==> config.mk <==
export PLATFORM = sky130hd
export DESIGN_NAME = alu_sequencer
export DESIGN_NICKNAME = d
export VERILOG_FILES = /design/src/rtl/alu_sequencer.sv
export SDC_FILE = /design/constraint.sdc
export NUM_CORES = 1
export LEC_CHECK = 0
export ABC_AREA = 0
export BUFFER_PORTS_ARGS = -buffer_cell sky130_fd_sc_hd__buf_2
export CAP_MARGIN = 10
export CORE_MARGIN = 1.5
export CORE_UTILIZATION = 44
export CTS_CLUSTER_DIAMETER = 40
export DETAILED_ROUTE_END_ITERATION = 7
export PLACE_DENSITY_LB_ADDON = 0.08
export SKIP_CTS_REPAIR_TIMING = 1
export SLEW_MARGIN = 10
export SYNTH_ARGS = -nofsm -noshare
export SYNTH_HDL_FRONTEND = slang
export SYNTH_SLANG_ARGS = --single-unit
==> constraint.sdc <==
create_clock -name clk -period 1.65 [get_ports clk]
set_input_delay 0.2475 -clock clk [delete_from_list [all_inputs] [get_ports clk]]
set_output_delay 0.2475 -clock clk [all_outputs]
set_load 0.05 [all_outputs]
==> src/rtl/alu_sequencer.sv <==
// alu_sequencer: command-driven owner of operand registers A/B wrapped around an external combinational ALU.
// Build option: define ALU_FLAGS_EN to generate registered {C,N,Z} flags; otherwise res_flags is tied to 3'b000.
module alu_sequencer #(
  parameter int         WIDTH   = 8,
  parameter logic [2:0] IDLE_OP = 3'b000
) (
  input  logic             clk,
  input  logic             rst,
  input  logic             cmd_valid,
  output logic             cmd_ready,
  input  logic [1:0]       cmd_kind,
  input  logic [2:0]       cmd_op,
  input  logic             cmd_dst,
  input  logic [WIDTH-1:0] cmd_imm,
  output logic [WIDTH-1:0] alu_a,
  output logic [WIDTH-1:0] alu_b,
  output logic [2:0]       alu_s,
  input  logic [WIDTH-1:0] alu_out,
  output logic             res_valid,
  input  logic             res_ready,
  output logic [WIDTH-1:0] res_data,
  output logic [2:0]       res_flags,
  output logic [WIDTH-1:0] reg_a,
  output logic [WIDTH-1:0] reg_b
);

  typedef enum logic [1:0] {S_IDLE, S_EXEC, S_RESP} state_t;
  typedef enum logic [1:0] {K_NOP, K_LOAD_A, K_LOAD_B, K_ALU} kind_t;

  localparam logic [2:0] OP_ADD = 3'b000;
  localparam logic [2:0] OP_SUB = 3'b001;
  localparam logic [2:0] OP_SHL = 3'b110;
  localparam logic [2:0] OP_SHR = 3'b111;

  state_t           state_q, state_d;
  logic [WIDTH-1:0] a_q, a_d;
  logic [WIDTH-1:0] b_q, b_d;
  logic [WIDTH-1:0] res_data_q, res_data_d;
  logic [2:0]       op_q, op_d;
  logic             dst_q, dst_d;
  logic             cmd_ready_q, cmd_ready_d;
  logic             res_valid_q, res_valid_d;
  logic [2:0]       alu_s_q, alu_s_d;

  always_comb begin
    // NOTE: every _d defaults to its _q first, so no branch leaves a signal unassigned and no latch is inferred.
    state_d    = state_q;
    a_d        = a_q;
    b_d        = b_q;
    res_data_d = res_data_q;
    op_d       = op_q;
    dst_d      = dst_q;

    case (state_q)
      S_IDLE: begin
        if (cmd_valid) begin
          case (kind_t'(cmd_kind))
            K_LOAD_A: a_d = cmd_imm;
            K_LOAD_B: b_d = cmd_imm;
            K_ALU: begin
              op_d    = cmd_op;
              dst_d   = cmd_dst;
              state_d = S_EXEC;
            end
            default: ;
          endcase
        end
      end
      S_EXEC: begin
        res_data_d = alu_out;
        if (dst_q) b_d = alu_out;
        else       a_d = alu_out;
        state_d = S_RESP;
      end
      S_RESP: begin
        if (res_ready) state_d = S_IDLE;
      end
      default: state_d = S_IDLE;
    endcase

    // Handshake outputs and the ALU opcode are decoded from the next state so they come straight off flops.
    cmd_ready_d = (state_d == S_IDLE);
    res_valid_d = (state_d == S_RESP);
    alu_s_d     = (state_d == S_EXEC) ? op_d : IDLE_OP;
  end

  // NOTE: sequential state uses non-blocking assignments only; reset is synchronous and clears every register.
  always_ff @(posedge clk) begin
    if (rst) begin
      state_q     <= S_IDLE;
      a_q         <= '0;
      b_q         <= '0;
      res_data_q  <= '0;
      op_q        <= IDLE_OP;
      dst_q       <= 1'b0;
      cmd_ready_q <= 1'b1;
      res_valid_q <= 1'b0;
      alu_s_q     <= IDLE_OP;
    end else begin
      state_q     <= state_d;
      a_q         <= a_d;
      b_q         <= b_d;
      res_data_q  <= res_data_d;
      op_q        <= op_d;
      dst_q       <= dst_d;
      cmd_ready_q <= cmd_ready_d;
      res_valid_q <= res_valid_d;
      alu_s_q     <= alu_s_d;
    end
  end

`ifdef ALU_FLAGS_EN
  logic [2:0] flags_q, flags_d;
  logic       carry;

  always_comb begin
    // A+B overflows exactly when A exceeds the one's complement of B.
    case (op_q)
      OP_ADD:  carry = (a_q > ~b_q);
      OP_SUB:  carry = (a_q < b_q);
      OP_SHL:  carry = a_q[WIDTH-1];
      OP_SHR:  carry = a_q[0];
      default: carry = 1'b0;
    endcase
    flags_d = flags_q;
    if (state_q == S_EXEC) flags_d = {carry, alu_out[WIDTH-1], (alu_out == '0)};
  end

  always_ff @(posedge clk) begin
    if (rst) flags_q <= '0;
    else     flags_q <= flags_d;
  end

  assign res_flags = flags_q;
`else
  assign res_flags = 3'b000;
`endif

  assign cmd_ready = cmd_ready_q;
  assign res_valid = res_valid_q;
  assign alu_s     = alu_s_q;
  assign alu_a     = a_q;
  assign alu_b     = b_q;
  assign res_data  = res_data_q;
  assign reg_a     = a_q;
  assign reg_b     = b_q;

endmodule

==> results of run 1 <==
-- cells by family after synthesis --
family,Yosys count,synth area share [%]
and+or+nand+nor,39,16.8
AOI/OAI and AO/OA,38,20.5
buffers and inverters,43,17.3
DFF,32,45.1
other,1,0.264
-- routing by layer --
layer  GRT usage [%]  vias up  routed length, um
li1                -      616                  -
met1            25.9      545               1490
met2            27.5       56               1380
met3            7.79        4                240
met4            6.67        0                 39
met5               0        -                  0
-- through the flow --
step / setup slack (ps) / area [um^2] / util, %
floorplan: 483 / 1430 / -
global placement: 250 / 1680 / 54.9
detailed placement: 185 / 1680 / 54.9
CTS: 170 / 1770 / 58.0
global route: 142 / 1770 / 58.1
finish: 285 / 1770 / 58.1
-- placed cells by master (no fill, tap or decap) --
cell	instances
a21oi_1	10
nand2_2	1
nand2b_1	1
bufinv_16	1
nor2b_1	9
a211oi_1	8
a21o_1	1
buf_2	70
buf_4	4
nand2_1	18
dfxtp_2	1
conb_1	3
o21ba_2	1
a21o_4	1
clkbuf_8	2
clkbuf_4	5
nand4bb_1	2
a221oi_1	16
a22o_1	1
inv_1	16
nor3_4	1
or3b_1	1
and2_1	3
nor2_1	1
dfxtp_1	31
or2b_1	1
nand4b_4	1
-- sequential cells by signal, indices dropped and copies added (netlist names) --
register and count:
dst_q 1, cmd_ready 1, alu_s 3, state_q 2, alu_a 8, res_data 8
res_valid 1, alu_b 8
-- power by group --
| part | switching (W) | total [W] | leakage (nW) | internal (W) |
|---|---|---|---|---|
| clock network | 0.000263 | 0.000665 | 0.0515 | 0.000402 |
| registers | 0.0000231 | 0.000830 | 0.261 | 0.000806 |
| logic | 0.000309 | 0.000415 | 0.536 | 0.000106 |
| total | 0.000594 | 0.00191 | 0.849 | 0.00131 |
-- worst max-delay path by stage --
stage,to,slack (ps),startpoint,cells past startpoint
floorplan,cmd_ready$_SDFF_PP1_,480,state_q[0]$_SDFF_PP0_,4
global placement,alu_b[0]$_SDFFE_PP0P_,250,state_q[0]$_SDFF_PP0_,3
detailed placement,alu_a[6]$_SDFFE_PP0P_,190,state_q[0]$_SDFF_PP0_,4
CTS,alu_a[6]$_SDFFE_PP0P_,170,state_q[0]$_SDFF_PP0_,4
global route,alu_a[6]$_SDFFE_PP0P_,140,state_q[0]$_SDFF_PP0_,3
finish,alu_a[6]$_SDFFE_PP0P_,290,state_q[0]$_SDFF_PP0_,3
-- cell type report --
type,instances,area (um^2),share of cell area [%]
multi-input cells,80,541,30.5
well taps,44,55.1,3.11
inverters,16,60.1,3.39
clock inverters,1,30.0,1.69
flip-flops and latches,32,642,36.2
clock buffers,7,65.1,3.67
repair buffers,74,380,21.5
-- worst max-delay path, cell delays in order, from the launching register on --
cell and delay [ps]:
dfxtp_2 400, nand4bb_1 240, a21o_1 280, a221oi_1 340
==> out/metrics.yaml, run 1 <==
worst_setup_path:
  crit_fanout: 15
  reg2reg_depth: 3
  cp.required_ps: 1880
  rr_endpoint: "alu_a[6]$_SDFFE_PP0P_"
  arrival_ps: 1600
  critPathLaunchType: "register"
  path_class: "register to register"
  r2r_setup_slack_ps: 290
  reg2reg_from: "state_q[0]$_SDFF_PP0_"
  end_kind: "register"
power_and_ir_drop:
  pwr_density_cell_mw_per_mm2: 1080
  p_leak_nw: 0.849
  ir_drop_v: 0.000844
  finalPower_w: 0.00191
global_route:
  grt_usage_pct: 19.2
  grt_max_degree: 17
  grt.overflow.total: 0
  first_global_vias: 1073
  antenna_found_initial: 0
  grt_pass1_wl_um: 5040
sta:
  fmax_mhz: 733
  min_period_ps: 1360
  setup_viol_count_final: 0
  clock_skew_ps: 3.12
  finalMaxSlewViolations: 0
  whs_ps: 110
  fin_crit_sh_pct: 82.7
  fin_tns_setup_ps: 0
  hold_viol: 0
  rsz0062_at_grt: "false"
final_layout:
  fin_cells: 254
  num_antenna_cells: 0
  fillers: 289
  drive_above_1_share_pct: 41.9
  areaGrowthSynthToFinish_pct: 25.0
  nets: 235
worst_hold_path:
  min_to: "alu_s[0]$_SDFF_PP0_"
  holdCritPathClass: "input port to register"
  hp-start: "cmd_op[0]"
  hold_depth: 2
yosys:
  netlist_area_mm2: 0.00142
  syn_area_per_cell_um2: 9.27
  synth_top_cell_area_share_pct: 45.1
  synthTopCellsByCount: "32 x dfxtp_1, 19 x buf_4, 18 x nand2_1"
  synth.most_common_cell: "dfxtp_1"
  synth.distinct_cells: 25
  synthFlopType: "dfxtp_1"
  synth-edff-count: 0
  ys_top_cells_by_area: "dfxtp_1 45%, buf_4 10%, a221oi_1 9.9%, nand2_1 4.8%, a211oi_1 4.2%"
  ys_seq_area_share_pct: 45.1
  ys_warn_count: 0
  ys_ff_latch: 32
  netlist_instances: 153
  synth_top_area_cell: "dfxtp_1"
  synth-async-reset-ratio_pct: 0
clock_network:
  h-tree-depth: 2
  cts_root_buf: "clkbuf_4"
  cts_buffer_depth: 2
  cts_tree: "built"
  clk_pin_slew_ps: 100
  insertion_delay_ps: 330
  cts_buffers: 5
  cts.sinks: 32
detailed_routing:
  vias_per_cell: 4.81
  wire_per_inst_um: 12.4
  dr_total_vias: 1221
  routed_wl_um: 3150
  drt_pre_antenna_iters: 4
  drtIter0Drc: 51
  drc: 0
  antenna_left: 0
placed_design:
  dp.cells: 246
  detailed_place_hpwl_um: 2380
  io_buffers: 70
  gp_congestion: 0.696
die:
  core-area_mm2: 0.00305
  io_pins: 74
  placementRows: 20
  dieArea_mm2: 0.00357
  start_util_pct: 46.5
  die_w_um: 59.8
  chipHeight_um: 59.8
run:
  maxCapViolCount: 0
status:
  outcome: "finished, final reports clean"
Power figures use the tool's default switching activity.
==> run 2: changes to the inputs <==
--- a/config.mk
+++ b/config.mk
@@ -9,7 +9,7 @@
 export BUFFER_PORTS_ARGS = -buffer_cell sky130_fd_sc_hd__buf_2
 export CAP_MARGIN = 10
 export CORE_MARGIN = 1.5
-export CORE_UTILIZATION = 44
+export CORE_UTILIZATION = 40
 export CTS_CLUSTER_DIAMETER = 40
 export DETAILED_ROUTE_END_ITERATION = 7
 export PLACE_DENSITY_LB_ADDON = 0.08
==> constraint.sdc (replaced) <==
create_clock -name clk -period 1.2 [get_ports clk]
set_input_delay 0.18 -clock clk [delete_from_list [all_inputs] [get_ports clk]]
set_output_delay 0.18 -clock clk [all_outputs]
set_load 0.05 [all_outputs]
==> run 2 against run 1 <==
The run now ends with setup timing left. Clock skew grew 3.5 ps. First-iteration DRC count shrank 12%. Setup slack lost 330 ps. Global-route usage shrank 1.3 points. Cell count grew 4.3%. Non-clock buffer count grew 10. Die area grew 9.5%. Cell area grew 17%. Sequential power grew 37%. Register-to-register slack lost 330 ps. Flip-flop and latch count is the same. Largest cell class is now multi-input combinational cells.
==> out/metrics.yaml, run 2 (same netlist as run 1, synthesis figures left out) <==
placed_design:
  gp_congestion: 0.731  # +5.0%
  io_buffers: 70  # unchanged
  dp.cells: 256  # +4.1%
  detailed_place_hpwl_um: 2590  # +8.7%
sta:
  rsz0062_at_grt: "true"
  min_period_ps: 1240  # -122 ps
  setup_viol_count_final: 12  # +12
  clock_skew_ps: 6.60  # +3.48 ps
  setup_ws_ps: -42.8  # -328 ps
  fin_crit_sh_pct: 104  # +21 points
  hold_viol: 0  # unchanged
  finalMaxSlewViolations: 0  # unchanged
  whs_ps: 40.9  # -69.4 ps
  fmax_mhz: 805  # +9.8%
  fin_tns_setup_ps: -206  # -206 ps
detailed_routing:
  wire_per_inst_um: 13.7  # +10%
  drtIter0Drc: 45  # -12%
  routed_wl_um: 3630  # +15%
  antenna_left: 0  # unchanged
  dr_total_vias: 1325  # +8.5%
  drt_pre_antenna_iters: 4  # unchanged
  drc: 0  # unchanged
  vias_per_cell: 5.00  # +4.0%
power_and_ir_drop:
  pwr_density_cell_mw_per_mm2: 1210  # +12%
  ir_drop_v: 0.000577  # -32%
  p_leak_nw: 0.906  # +6.7%
run:
  maxCapViolCount: 0  # unchanged
clock_network:
  clk_pin_slew_ps: 100  # about the same
  cts_tree: "built"
  cts_root_buf: "clkbuf_4"
  cts.sinks: 32  # unchanged
  cts_buffers: 5  # unchanged
  cts_buffer_depth: 2  # unchanged
  insertion_delay_ps: 340  # about the same
  h-tree-depth: 2  # unchanged
global_route:
  top_usage_layer: "met2"
  grtUsageMet3_pct: 6.49  # -1.3 points
  first_global_vias: 1188  # +11%
  use_met2_pct: 28.2  # +0.74 points
  grt_pass1_wl_um: 5420  # +7.4%
  grt_max_degree: 15  # -2
  antenna_found_initial: 0  # unchanged
  grt.overflow.total: 0  # unchanged
  grtUsageMet1_pct: 21.7  # -4.2 points
  grt_usage_pct: 17.9  # -1.3 points
final_layout:
  layout_common_cells: "58 x buf_2, 30 x dfxtp_1, 17 x clkbuf_4"
  mostFrequentLayoutCell: "buf_2"
  fin_util_pct: 61.8  # +3.7 points
  drive_above_1_share_pct: 60.7  # +19 points
  areaGrowthSynthToFinish_pct: 46.5
  nets: 245  # +4.3%
  fin_cells: 265  # +4.3%
  num_antenna_cells: 0  # unchanged
  fillers: 309  # +6.9%
worst_setup_path:
  arrival_ps: 1490  # -110 ps
  reg2reg_from: "state_q[0]$_SDFF_PP0_"
  critPathLaunchType: "register"
  cp.required_ps: 1450  # -430 ps
  end_kind: "register"
  crit_fanout: 8  # -7
  path_class: "register to register"
  cp-startpoint: "state_q[0]$_SDFF_PP0_"
worst_hold_path:
  hp-start: "cmd_op[0]"
  holdCritPathClass: "input port to register"
die:
  core-area_mm2: 0.00336  # +10%
  io_pins: 74  # unchanged
  dieArea_mm2: 0.00391  # +9.5%
  start_util_pct: 42.2  # -4.3 points
  placementRows: 21  # +5.0%
  chipHeight_um: 62.6  # +4.6%
  die_w_um: 62.6  # +4.6%
status:
  outcome: "finished, violations left"
  violations: "setup timing"
==> run 2: cell count changes in the layout (fill, tap and decap cells not counted), moves of 2 or more <==
cell,delta
buf_6,+2
nand2_2,+2
nand2_1,-2
nand4bb_1,-2
a21oi_1,-5
nand4bb_4,+2
a211oi_1,-6
buf_2,-12
a21oi_2,+5
clkbuf_4,+12
a221oi_2,+15
a221oi_1,-15
buf_4,+7
a211oi_2,+6
==> run 2: cell type report <==
type	instances	area [um^2]	area share [%]
Sequential cell	32	646	31.1
Clock buffer	7	65.1	3.13
Multi-Input combinational cell	80	749	36.1
Tap cell	46	57.6	2.77
Timing Repair Buffer	84	500	24.1
Inverter	16	60.1	2.89
==> run 2: worst paths after layout <==
path,to,slack [ps],cells past startpoint
max,alu_b[2]$_SDFFE_PP0P_,-40,3
min,alu_s[0]$_SDFF_PP0_,40,2
max reg2reg,alu_b[2]$_SDFFE_PP0P_,-40,3
min reg2reg,res_data[7]$_SDFFE_PP0P_,460,2
==> run 2: worst max-delay path, cell delays in order (launching register included) <==
cell and delay (ps):
dfxtp_4 380, nand4bb_4 210, a21o_4 290, a221oi_2 280
==> run 2: where the power goes <==
group	internal (W)	switching (W)
clock network	0.000332	0.000346
logic	0.000211	0.000481
registers	0.00111	0.0000318
total	0.00165	0.000858
==> run 2: per-layer routing <==
metal  share of wire [%]  routed length [um]
met5                   0                   0
met4                 1.5                  55
met3                 6.5                 237
met2                  49                1780
met1                  43                1550
==> run 2: per-stage QoR <==
step	total power [W]	worst slack, ps	area, um^2
final	0.00251	-42.8	2080
after global routing	0.00263	-141	2080
after CTS	0.00244	-241	1800
after detailed placement	0.00176	-226	1740
after global placement	0.00175	-148	1740
after floorplan	0.00164	33.2	1430
==> run 3: changes to the inputs <==
--- a/config.mk
+++ b/config.mk
@@ -9,7 +9,7 @@
 export BUFFER_PORTS_ARGS = -buffer_cell sky130_fd_sc_hd__buf_2
 export CAP_MARGIN = 10
 export CORE_MARGIN = 1.5
-export CORE_UTILIZATION = 40
+export CORE_UTILIZATION = 25
 export CTS_CLUSTER_DIAMETER = 40
 export DETAILED_ROUTE_END_ITERATION = 7
 export PLACE_DENSITY_LB_ADDON = 0.08
==> run 3 against run 2 <==
The run still ends with setup timing left. Register-to-register slack worse by 20 ps. Clock-buffer cell count increased by 1. Sequential power about the same. Via count shrank 1.9%. Clock power is 23% higher. Setup slack got worse by 25 ps. Largest power group unchanged.
==> out/metrics.yaml, run 3 (same netlist as run 1, synthesis figures left out) <==
worst_setup_path:
  arrival_ps: 1420  # -70 ps
  critPathLaunchType: "register"
  slowest_stage: "dfxtp_4"
  cp.required_ps: 1350  # -100 ps
  cp-startpoint: "state_q[0]$_SDFF_PP0_"
  path_class: "register to register"
  cpMostUsedCell: "buf_4"
  max_stage_delay_ps: 370  # about the same
  cp_cell_sequence: "buf_4 > buf_4 > a211oi_1 > buf_4 > a221oi_2"
  reg2reg_from: "state_q[0]$_SDFF_PP0_"
  end_kind: "register"
  crit_fanout: 7  # -1
sta:
  hold_viol: 0  # unchanged
  setup_ws_ps: -67.6  # -24.9 ps
  fin_crit_sh_pct: 106  # +2.1 points
  finalMaxSlewViolations: 0  # unchanged
  setup_viol_count_final: 18  # +6
  fmax_mhz: 789  # -2.0%
  fin_tns_setup_ps: -270  # -65.0 ps
  clock_skew_ps: 3.45  # -3.15 ps
  rsz0062_at_grt: "true"
  min_period_ps: 1270  # +24.9 ps
global_route:
  grt_usage_pct: 12.6  # -5.3 points
  antenna_found_initial: 0  # unchanged
  first_global_vias: 1210  # +1.9%
  grt_pass1_wl_um: 5890  # +8.7%
  grt_max_degree: 17  # +2
  grt.overflow.total: 0  # unchanged
power_and_ir_drop:
  power.share.combinational_pct: 25.7  # -1.9 points
  pwr_density_cell_mw_per_mm2: 1270  # +5.0%
  p_sw_w: 0.000874  # +1.9%
  ir_drop_v: 0.000710  # +23%
  clockPowerShare_pct: 31.3  # +4.3 points
  p_int_w: 0.00178  # +7.7%
  p_leak_nw: 0.922  # +1.7%
  p_sw_share_pct: 33.0  # -1.2 points
  power_frac_seq_pct: 43.0  # -2.4 points
run:
  maxCapViolCount: 0  # unchanged
final_layout:
  multi_input_area_um2: 714  # -4.7%
  areaGrowthSynthToFinish_pct: 47.4
  mostFrequentLayoutCell: "buf_2"
  drive_above_1_share_pct: 55.9  # -4.8 points
  area.sequential_um2: 644  # -0.19%
  fin_util_pct: 38.0  # -24 points
  fillers: 578  # +87%
  num_antenna_cells: 0  # unchanged
  nets: 245  # unchanged
  layout_common_cells: "70 x buf_2, 31 x dfxtp_1, 16 x inv_1, 16 x a221oi_2, 16 x nand2_1"
detailed_routing:
  vias_per_cell: 4.45  # -11%
  dr_total_vias: 1300  # -1.9%
  drc: 0  # unchanged
  drtIter0Drc: 39  # -13%
  antenna_left: 0  # unchanged
  wire_per_inst_um: 13.6  # -0.76%
  drt_pre_antenna_iters: 4  # unchanged
  routed_wl_um: 3960  # +9.4%
die:
  placementRows: 27  # +29%
  dieArea_mm2: 0.00614  # +57%
  core-area_mm2: 0.00551  # +64%
  die_w_um: 78.3  # +25%
  io_pins: 74  # unchanged
  start_util_pct: 25.8  # -16 points
  chipHeight_um: 78.3  # +25%
status:
  violations: "setup timing"
  outcome: "finished, violations left"
placed_design:
  dp_slack_ps: -280  # -53.4 ps
  io_buffers: 70  # unchanged
  detailed_place_hpwl_um: 2960  # +14%
  gp_congestion: 0.722  # -1.2%
clock_network:
  clk_pin_slew_ps: 60  # -40 ps
  cts_buffers: 5  # unchanged
  h-tree-depth: 2  # unchanged
  cts.sinks: 32  # unchanged
  cts_root_buf: "clkbuf_8"
  insertion_delay_ps: 270  # -70 ps
  cts_buffer_depth: 2  # unchanged
  cts_tree: "built"
worst_hold_path:
  holdCritPathClass: "input port to register"
  hp-start: "cmd_op[0]"
==> run 3: power groups by stage <==
stage | logic, W | clock network, W | registers, W
3_3_place_gp | 0.000608 | 0 | 0.00116
4_1_cts | 0.000608 | 0.000866 | 0.00114
2_1_floorplan | 0.000324 | 0 | 0.00132
5_1_grt | 0.000719 | 0.000919 | 0.00115
6_report | 0.000682 | 0.000831 | 0.00114
3_5_place_dp | 0.000608 | 0 | 0.00117
==> run 3: worst paths after layout <==
check / cells past startpoint / slack [ps] / endpoint
hold reg to reg: 2 / 450 / res_data[4]$_SDFFE_PP0P_
setup / recovery: 5 / -70 / alu_a[1]$_SDFFE_PP0P_
setup reg to reg: 5 / -70 / alu_a[1]$_SDFFE_PP0P_
hold / removal: 2 / 100 / alu_s[0]$_SDFF_PP0_
==> run 3: layout make-up <==
cell class	instances	area share [%]
multi-input combinational	80	34.2
sequential	32	30.8
timing repair buffer	84	23.6
clock buffer	8	4.31
tap	72	4.31
inverter	16	2.87
==> run 3: worst max-delay path, delay by kind of cell, from the launching register on <==
kind | cells | cell delay, ps
buf+inv | 3 | 470
flops | 1 | 370
compound gates | 2 | 310
==> run 3: metal layers <==
metal | part of all wire [%] | vias up | global-route usage (%)
li1 | - | 635 | -
met1 | 44 | 625 | 15.1
met2 | 51 | 36 | 21.0
met3 | 3.7 | 4 | 3.14
met4 | 0.98 | 0 | 5.71
met5 | 0 | - | 0
==> run 3: through the flow <==
step	instances	total power [W]	cell area, um^2	hold WS, ps
floorplan	155	0.00164	1430	302
global placement	282	0.00177	1810	379
detailed placement	282	0.00177	1810	383
CTS	290	0.00262	1900	89.6
global route	292	0.00279	2090	89.7
finish	292	0.00265	2090	99.8
